===== config.mk =====
export PLATFORM = sky130hd
export DESIGN_NAME = puf_batch_sequencer
export DESIGN_NICKNAME = d
export VERILOG_FILES = /design/src/rtl/puf_batch_sequencer.sv
export SDC_FILE = /design/constraint.sdc
export NUM_CORES = 2
export LEC_CHECK = 0
export BUFFER_PORTS_ARGS = -buffer_cell sky130_fd_sc_hd__buf_2
export CAP_MARGIN = 20
export CORE_AREA = 10 10 316 318
export CTS_BUF_LIST = sky130_fd_sc_hd__clkbuf_8
export DETAILED_ROUTE_END_ITERATION = 12
export DIE_AREA = 0 0 326 328
export PLACE_DENSITY = 0.61
export SLEW_MARGIN = 25
export SYNTH_ARGS = -nofsm -noshare
export SYNTH_HDL_FRONTEND = slang
export SYNTH_SLANG_ARGS = --single-unit

===== constraint.sdc =====
create_clock -name clk -period 3.05 [get_ports clk]
set_input_delay 0.305 -clock clk [delete_from_list [all_inputs] [get_ports clk]]
set_output_delay 0.305 -clock clk [all_outputs]
set_load 0.05 [all_outputs]

===== src/rtl/puf_batch_sequencer.sv =====
// puf_batch_sequencer
// Host-side batch engine for the serial PUF stage. For each challenge pair it
// reads 32 bytes (A then B) from input memory, fires the PUF stage, waits for a
// fresh completion edge (bounded by a timeout), snapshots the four responses and
// writes them as 64 bytes to output memory.
module puf_batch_sequencer #(
    parameter int IN_ADDR_W  = 14,
    parameter int OUT_ADDR_W = 14,
    parameter int START_HOLD = 8,
    parameter int TIMEOUT    = 4096
) (
    input  logic                  clk,
    input  logic                  reset,
    input  logic                  start,
    input  logic [15:0]           num_challenges,
    output logic                  busy,
    output logic                  done,
    output logic                  err_timeout,
    output logic                  in_rd_req,
    output logic [IN_ADDR_W-1:0]  in_rd_addr,
    input  logic                  in_rd_ack,
    input  logic [7:0]            in_rd_data,
    output logic [127:0]          challengeA,
    output logic [127:0]          challengeB,
    output logic                  ex_start,
    input  logic                  ex_done,
    input  logic [127:0]          responseUp,
    input  logic [127:0]          responseUpNot,
    input  logic [127:0]          responseDown,
    input  logic [127:0]          responseDownNot,
    output logic                  out_wr_req,
    output logic [OUT_ADDR_W-1:0] out_wr_addr,
    output logic [7:0]            out_wr_data,
    input  logic                  out_wr_ack
);

    // Counter covers both the START_HOLD window and the full timeout window.
    localparam int CNT_W = $clog2(TIMEOUT + 1);

    typedef enum logic [2:0] {
        S_IDLE,
        S_LOAD,
        S_FIRE,
        S_WAIT,
        S_STORE,
        S_FIN
    } state_t;

    state_t             state_q, state_d;
    logic [15:0]        num_q, num_d;
    logic [15:0]        idx_q, idx_d;
    logic [4:0]         rd_k_q, rd_k_d;
    logic [5:0]         wr_j_q, wr_j_d;
    logic               rd_req_q, rd_req_d;
    logic               wr_req_q, wr_req_d;
    logic [255:0]       chal_q, chal_d;
    logic [511:0]       resp_q, resp_d;
    logic [CNT_W-1:0]   cnt_q, cnt_d;
    logic               err_q, err_d;
    logic               ex_done_q, ex_done_d;
    logic               ex_done_prev_q, ex_done_prev_d;
    logic [15:0]        idx_inc;
    logic               done_rise;

    // Only a fresh 0->1 transition counts; a level left high by the previous
    // run must not be mistaken for completion.
    assign done_rise = ex_done_q & ~ex_done_prev_q;

    // Next-state and datapath updates; every register holds by default.
    always_comb begin
        state_d        = state_q;
        num_d          = num_q;
        idx_d          = idx_q;
        rd_k_d         = rd_k_q;
        wr_j_d         = wr_j_q;
        rd_req_d       = rd_req_q;
        wr_req_d       = wr_req_q;
        chal_d         = chal_q;
        resp_d         = resp_q;
        cnt_d          = cnt_q;
        err_d          = err_q;
        ex_done_d      = ex_done;
        ex_done_prev_d = ex_done_q;
        idx_inc        = idx_q + 16'd1;

        case (state_q)
            S_IDLE: begin
                if (start) begin
                    err_d  = 1'b0;
                    idx_d  = '0;
                    num_d  = num_challenges;
                    rd_k_d = '0;
                    wr_j_d = '0;
                    if (num_challenges == 16'd0) begin
                        state_d = S_FIN;
                    end else begin
                        state_d  = S_LOAD;
                        rd_req_d = 1'b1;
                    end
                end
            end
            S_LOAD: begin
                if (rd_req_q) begin
                    if (in_rd_ack) begin
                        // Bytes 0-15 fill A, 16-31 fill B: one flat 256-bit image.
                        chal_d[{rd_k_q, 3'b000} +: 8] = in_rd_data;
                        rd_req_d = 1'b0;
                        rd_k_d   = rd_k_q + 5'd1;
                        if (rd_k_q == 5'd31) begin
                            state_d = S_FIRE;
                            cnt_d   = '0;
                        end
                    end
                end else begin
                    rd_req_d = 1'b1;
                end
            end
            S_FIRE: begin
                cnt_d = cnt_q + CNT_W'(1);
                if (cnt_q == CNT_W'(START_HOLD - 1)) begin
                    state_d = S_WAIT;
                end
            end
            S_WAIT: begin
                cnt_d = cnt_q + CNT_W'(1);
                if (done_rise) begin
                    resp_d   = {responseDownNot, responseDown, responseUpNot, responseUp};
                    wr_j_d   = '0;
                    wr_req_d = 1'b1;
                    state_d  = S_STORE;
                end else if (cnt_q == CNT_W'(TIMEOUT - 1)) begin
                    // Abandon the rest of the batch; nothing is written for this pair.
                    err_d   = 1'b1;
                    state_d = S_FIN;
                end
            end
            S_STORE: begin
                if (wr_req_q) begin
                    if (out_wr_ack) begin
                        wr_req_d = 1'b0;
                        wr_j_d   = wr_j_q + 6'd1;
                        if (wr_j_q == 6'd63) begin
                            idx_d = idx_inc;
                            if (idx_inc == num_q) begin
                                state_d = S_FIN;
                            end else begin
                                state_d  = S_LOAD;
                                rd_k_d   = '0;
                                rd_req_d = 1'b1;
                            end
                        end
                    end
                end else begin
                    wr_req_d = 1'b1;
                end
            end
            S_FIN: begin
                state_d = S_IDLE;
            end
            default: begin
                state_d = S_IDLE;
            end
        endcase
    end

    // State register with synchronous reset; a reset mid-batch aborts at once.
    always_ff @(posedge clk) begin
        if (reset) begin
            state_q        <= S_IDLE;
            num_q          <= '0;
            idx_q          <= '0;
            rd_k_q         <= '0;
            wr_j_q         <= '0;
            rd_req_q       <= 1'b0;
            wr_req_q       <= 1'b0;
            chal_q         <= '0;
            resp_q         <= '0;
            cnt_q          <= '0;
            err_q          <= 1'b0;
            ex_done_q      <= 1'b0;
            ex_done_prev_q <= 1'b0;
        end else begin
            state_q        <= state_d;
            num_q          <= num_d;
            idx_q          <= idx_d;
            rd_k_q         <= rd_k_d;
            wr_j_q         <= wr_j_d;
            rd_req_q       <= rd_req_d;
            wr_req_q       <= wr_req_d;
            chal_q         <= chal_d;
            resp_q         <= resp_d;
            cnt_q          <= cnt_d;
            err_q          <= err_d;
            ex_done_q      <= ex_done_d;
            ex_done_prev_q <= ex_done_prev_d;
        end
    end

    // Moore outputs; addresses wrap silently to the memory widths.
    assign busy        = (state_q == S_LOAD) || (state_q == S_FIRE) ||
                         (state_q == S_WAIT) || (state_q == S_STORE);
    assign done        = (state_q == S_FIN);
    assign ex_start    = (state_q == S_FIRE);
    assign err_timeout = err_q;
    assign in_rd_req   = rd_req_q;
    assign out_wr_req  = wr_req_q;
    assign in_rd_addr  = IN_ADDR_W'({idx_q, rd_k_q});
    assign out_wr_addr = OUT_ADDR_W'({idx_q, wr_j_q});
    assign out_wr_data = resp_q[{wr_j_q, 3'b000} +: 8];
    assign challengeA  = chal_q[127:0];
    assign challengeB  = chal_q[255:128];

endmodule


==> Word level (Yosys, flattened, before mapping) <==
Cells that the tools add are included.
W data, S select, Z words.
{ "classes": {"n_shift": 3, "n_addsub": 5, "n_eq_ne": 24, "bitwise": 2, "n_mux": 53, "reduce_logical": 23} }
{ "ops": {"columns": ["cell", "n"], "rows": [
  ["$shiftx A512 B10 Y8", 1],
  ["$bwmux W256", 1],
  ["$shift A8 B10 Y256 const A", 1],
  ["$shiftx A8 B10 Y256", 1],
  ["$mux W16", 4],
  ["$mux W13", 3],
  ["$mux W3", 12],
  ["$mux W5", 7],
  ["$pmux W16 S2", 1],
  ["$pmux W13 S2", 1],
  ["$mux W6", 4],
  ["$ne A2 B2 Y1 const B", 12],
  ["$pmux W6 S3", 1],
  ["$add A16 B1 Y16 const B", 1],
  ["$eq A16 B16 Y1", 1],
  ["$logic_not A16 Y1", 1],
  ["$pmux W3 S5", 1],
  ["$pmux W5 S3", 1],
  ["$mux W1", 14],
  ["$add A13 B1 Y13 const B", 1],
  ["$eq A13 B12 Y1 const B", 1],
  ["$eq A13 B3 Y1 const B", 1],
  ["$neg A8 Y10", 1],
  ["$reduce_and A5 Y1", 2],
  ["24 further kinds", 36]
]} }
{ "word_totals": {"wordCells": 123, "ff_bits": 832, "in_bits": 542, "output_inout_bits": 298} }

==> Depth between registers and ports, before layout <==
{ "depth": {"word_depth": 7, "mapped_depth": 11, "depth_no_buf": 9} }

==> Worst setup path after synthesis <==
Ideal clock, no wire load.
{ "synth_path": {"path_type": "flip-flop to output port", "start": "register wr_j_q[0]", "end": "output port out_wr_data[0]", "stages_incl_launch_ff": 6, "path_buffers": 2, "setup_slack_ps": -237, "required_ps": 2745, "t_arrival_ps": 2982, "cell_sequence": "dfxtp_1 > clkbuf_1 > buf_1 > mux4_2 > mux4_2 > mux4_2"} }
{ "synth_via": {"elab_chain_len": 1} }
{ "synth_rtl": {"columns": ["element", "line_no", "source"], "rows": [
  ["start: declaration", "53", "logic [5:0] wr_j_q, wr_j_d;"],
  ["start signal: assignment", "187", "wr_j_q <= wr_j_d;"],
  ["$shiftx A512 B10 Y8", "209", "assign out_wr_data = resp_q[{wr_j_q, 3'b000} +: 8];"],
  ["end: declaration", "33", "output logic [7:0] out_wr_data,"]
]} }
Every way passes these cells.

==> Worst setup path after layout <==
{ "layout_path": {"start": "register wr_j_q[0]", "end": "output port out_wr_data[2]"} }
The elaborated chain is that of the path after synthesis.

==> metrics.yaml <==
totalWireLength_um: 162000
gr-total-overflow: 0
finalClockSkew_ns: 0.03883
relSlewSlack: 0.3841
violations: "setup timing"
fp.dieH_um: 328
slowest_delay_ns: 0.62
critPathCaptureType: "output pin"
tightestPinTransition_ns: 0.9205
rows: 112
grt_pass1_vias: 35220
yosysUniqueCellTypes: 60
ys_warn_count: 0
min_period_ns: 3.791
clock_tree.root_cell: "clkbuf_8"
vias: 36170
cts_num_sinks: 832
h-tree-depth: 4
layout.nets: 5871
avgSynthCellArea_um2: 8.741
final_cells: 6711
gr-usage-met3: 0.07913
hold_viol: 0
worstReg2RegEnd: "chal_q[229]"
synth_edf_count: 0
reg2reg_depth: 8
grtUsageMet1: 0.3528
placed_area_mm2: 0.04046
clock.fmax_ghz: 0.2638
dp_hpwl_um: 117000
cp.depth: 7
critical_path.top_delay_family: "multiplexers"
grt_first_pass_wirelength_um: 233400
grt_usage: 0.2880
postSynthCellCount: 3998
ys_seq_elements: 832
min_path_type: "primary input to flip-flop"
min_period_over_period: 1.243
cts_buffer_depth: 3
vias_per_cell: 5.390
grt_max_degree: 177
area_delta_synth_final_pct: 41.60
initial_core_util: 0.3756
cp_cell_sequence: "buf_12 > buf_12 > buf_12 > mux4_2 > mux4_2 > mux4_2 > buf_8"
critPathLaunch: "wr_j_q[0]"
slowest_stage: "mux4_2"
wl_per_cell_um: 24.14
dieArea_mm2: 0.1069
numCtsBuffers: 145
setup-violations-final: 8
power.density_mw_per_mm2: 519.8
antenna_found_initial: 21
pin_count: 840
holdWs_ns: 0.2058
place_inst: 5856
drive_above_1_share: 0.2522
path_buf_inv: 4
rrSetupSlack_ns: 0.38
final_area_mm2: 0.04948
grt-busiest-layer: "met2"
fillers: 8322
cp_max_fo: 6
slew_viol_final: 0
endpoint: "out_wr_data[2]"
grt_use_met2: 0.4565
fp.dieW_um: 326
ys_seq_area_frac: 0.4766
vdd_drop_max_mv: 0.3432
route.detailed.drc: 0
gp_congestion: 0.9501
synth_largest_area_cell: "dfxtp_1"
worstReg2RegStart: "rd_k_q[0]"
ys.flop_type: "dfxtp_1"
core-area_mm2: 0.09305
rsz0062_at_grt: "true"
startpoint_type: "flip-flop"
critical_path_class: "flip-flop to output pin"
ant_nets: 0
port_buffers: 839
clk_latency_ns: 0.84
synth_fp_nets: 4549
syn_area_mm2: 0.03495
synth_area_leaders: "dfxtp_1 (48%), nand2_1 (13%), mux4_2 (11%)"
fin_ws_ns: -0.7409
crit_arrival_ns: 3.49
synthDominantCellAreaShare: 0.4766
cap_violations: 0
clkTransAtPathRegs_ns: 0.06
status: "finished, violations left"
critPathRequiredTime_ns: 2.74
drtIter0Drc: 3691
place_ws_ns: 0.003520
power.leakage_nw: 19.17
synth_async_sr_flop_share: 0
finalSetupTns_ns: -5.770
tritoncts: "done"
drtPass1Iterations: 6
## Yosys cell counts, drive strengths merged (12+ instances only)
library cell,n
nor4,12
xor2,17
nor2,308
buf,54
xnor2,18
nor3,21
a21oi,631
nand3,22
nand2,1189
clkbuf,270
mux4,168
and2,23
mux2i,187
o21ai,101
and3,14
nand4,15
dfxtp,832
## metal layers
metal  part of all wire  vias up  routed length (um)
met3              0.090      514               14560
met5            0.00010        -                  17
met2               0.46     2026               74480
li1                   -    16270                   -
met4              0.059        2                9585
met1               0.39    17360               63370
## repair_timing
item / CTS / global route
buffers inserted: 6 / 2
endpoints found under the hold margin: 617 / 0
setup endpoints to repair: 8 / 8
gates resized for setup: 24 / 6
gates cloned: 3 / 2
hold buffers: 558 / 0
pin swaps: 0 / 0
## power breakdown
group	internal, mW	switching (mW)	total (mW)
sequential	11.0	0.132	11.2
clock	5.91	4.84	10.8
combinational	1.79	2.02	3.81
## worst register-to-register path: stages, from the launching register on
cell	delay [ns]
dfxtp_1	0.30
inv_1	0.11
ha_1	0.23
nor3b_1	0.26
xor2_1	0.43
nand3_1	0.27
nor2_2	0.61
mux2i_1	0.29
nor2_1	0.05
## kinds of logic after synthesis
| kind of cell | Yosys count | synth area share |
|---|---|---|
| fa+ha+maj | 9 | 0.003222 |
| buf+inv | 333 | 0.03938 |
| compound gates | 766 | 0.1130 |
| mux | 358 | 0.1628 |
| simple gates | 1665 | 0.1962 |
| flops | 832 | 0.4766 |
| xor+xnor | 35 | 0.008772 |
## per-stage QoR
stage,power (mW),utilization
finish,25.72,0.5318
global route,26.60,0.5316
CTS,25.66,0.5301
detailed placement,14.32,0.4349
global placement,14.29,0.4349
floorplan,13.11,-
## sequential cells by signal (all words and copies together), names as in the netlist
| register | count |
|---|---|
| state_q | 3 |
| out_wr_req | 1 |
| wr_j_q | 6 |
| cnt_q | 13 |
| ex_done_prev_d | 1 |
| in_rd_req | 1 |
| resp_q | 512 |
| ex_done_prev_q | 1 |
| err_timeout | 1 |
| num_q | 16 |
| idx_q | 16 |
| rd_k_q | 5 |
| chal_q | 256 |
## how the worst min path moves through the flow
stage,cells after the start,from,slack (ns),endpoint
floorplan,1,out_wr_ack,0.43,out_wr_req
global route,6,start,0.21,idx_q[1]
detailed placement,2,resp_q[318],0.44,resp_q[318]
finish,6,start,0.21,idx_q[1]
CTS,6,start,0.12,idx_q[1]
global placement,2,chal_q[194],0.44,chal_q[194]
## cell type report
cell class,instances,area (um2),share of cell area
Multi-Input combinational cell,2833,16940,0.3423
Sequential cell,832,16670,0.3368
Timing Repair Buffer,1499,11160,0.2256
Clock buffer,186,2560,0.05173
Tap cell,1254,1569,0.03171
Clock inverter,74,489.2,0.009886
Antenna cell,24,60.06,0.001214
Inverter,9,33.78,0.0006827
## placed cells by master (no fill, tap or decap), types with 17 or more instances in the layout
master	Yosys	final
clkbuf_8	0	186
buf_4	29	60
and2_1	23	23
buf_2	14	830
xnor2_1	18	18
diode_2	0	24
nand3_1	22	22
mux2i_1	187	187
o21ai_0	47	47
nand2_1	1189	1188
nor2_4	19	20
dfxtp_1	832	828
nor2_1	281	280
dlygate4sd3_1	0	558
inv_1	8	51
mux4_2	168	168
nor3_1	20	20
a21oi_1	631	631
o21ai_1	54	54
buf_12	0	32
xor2_1	17	17
(Power assumes the default switching activity.)
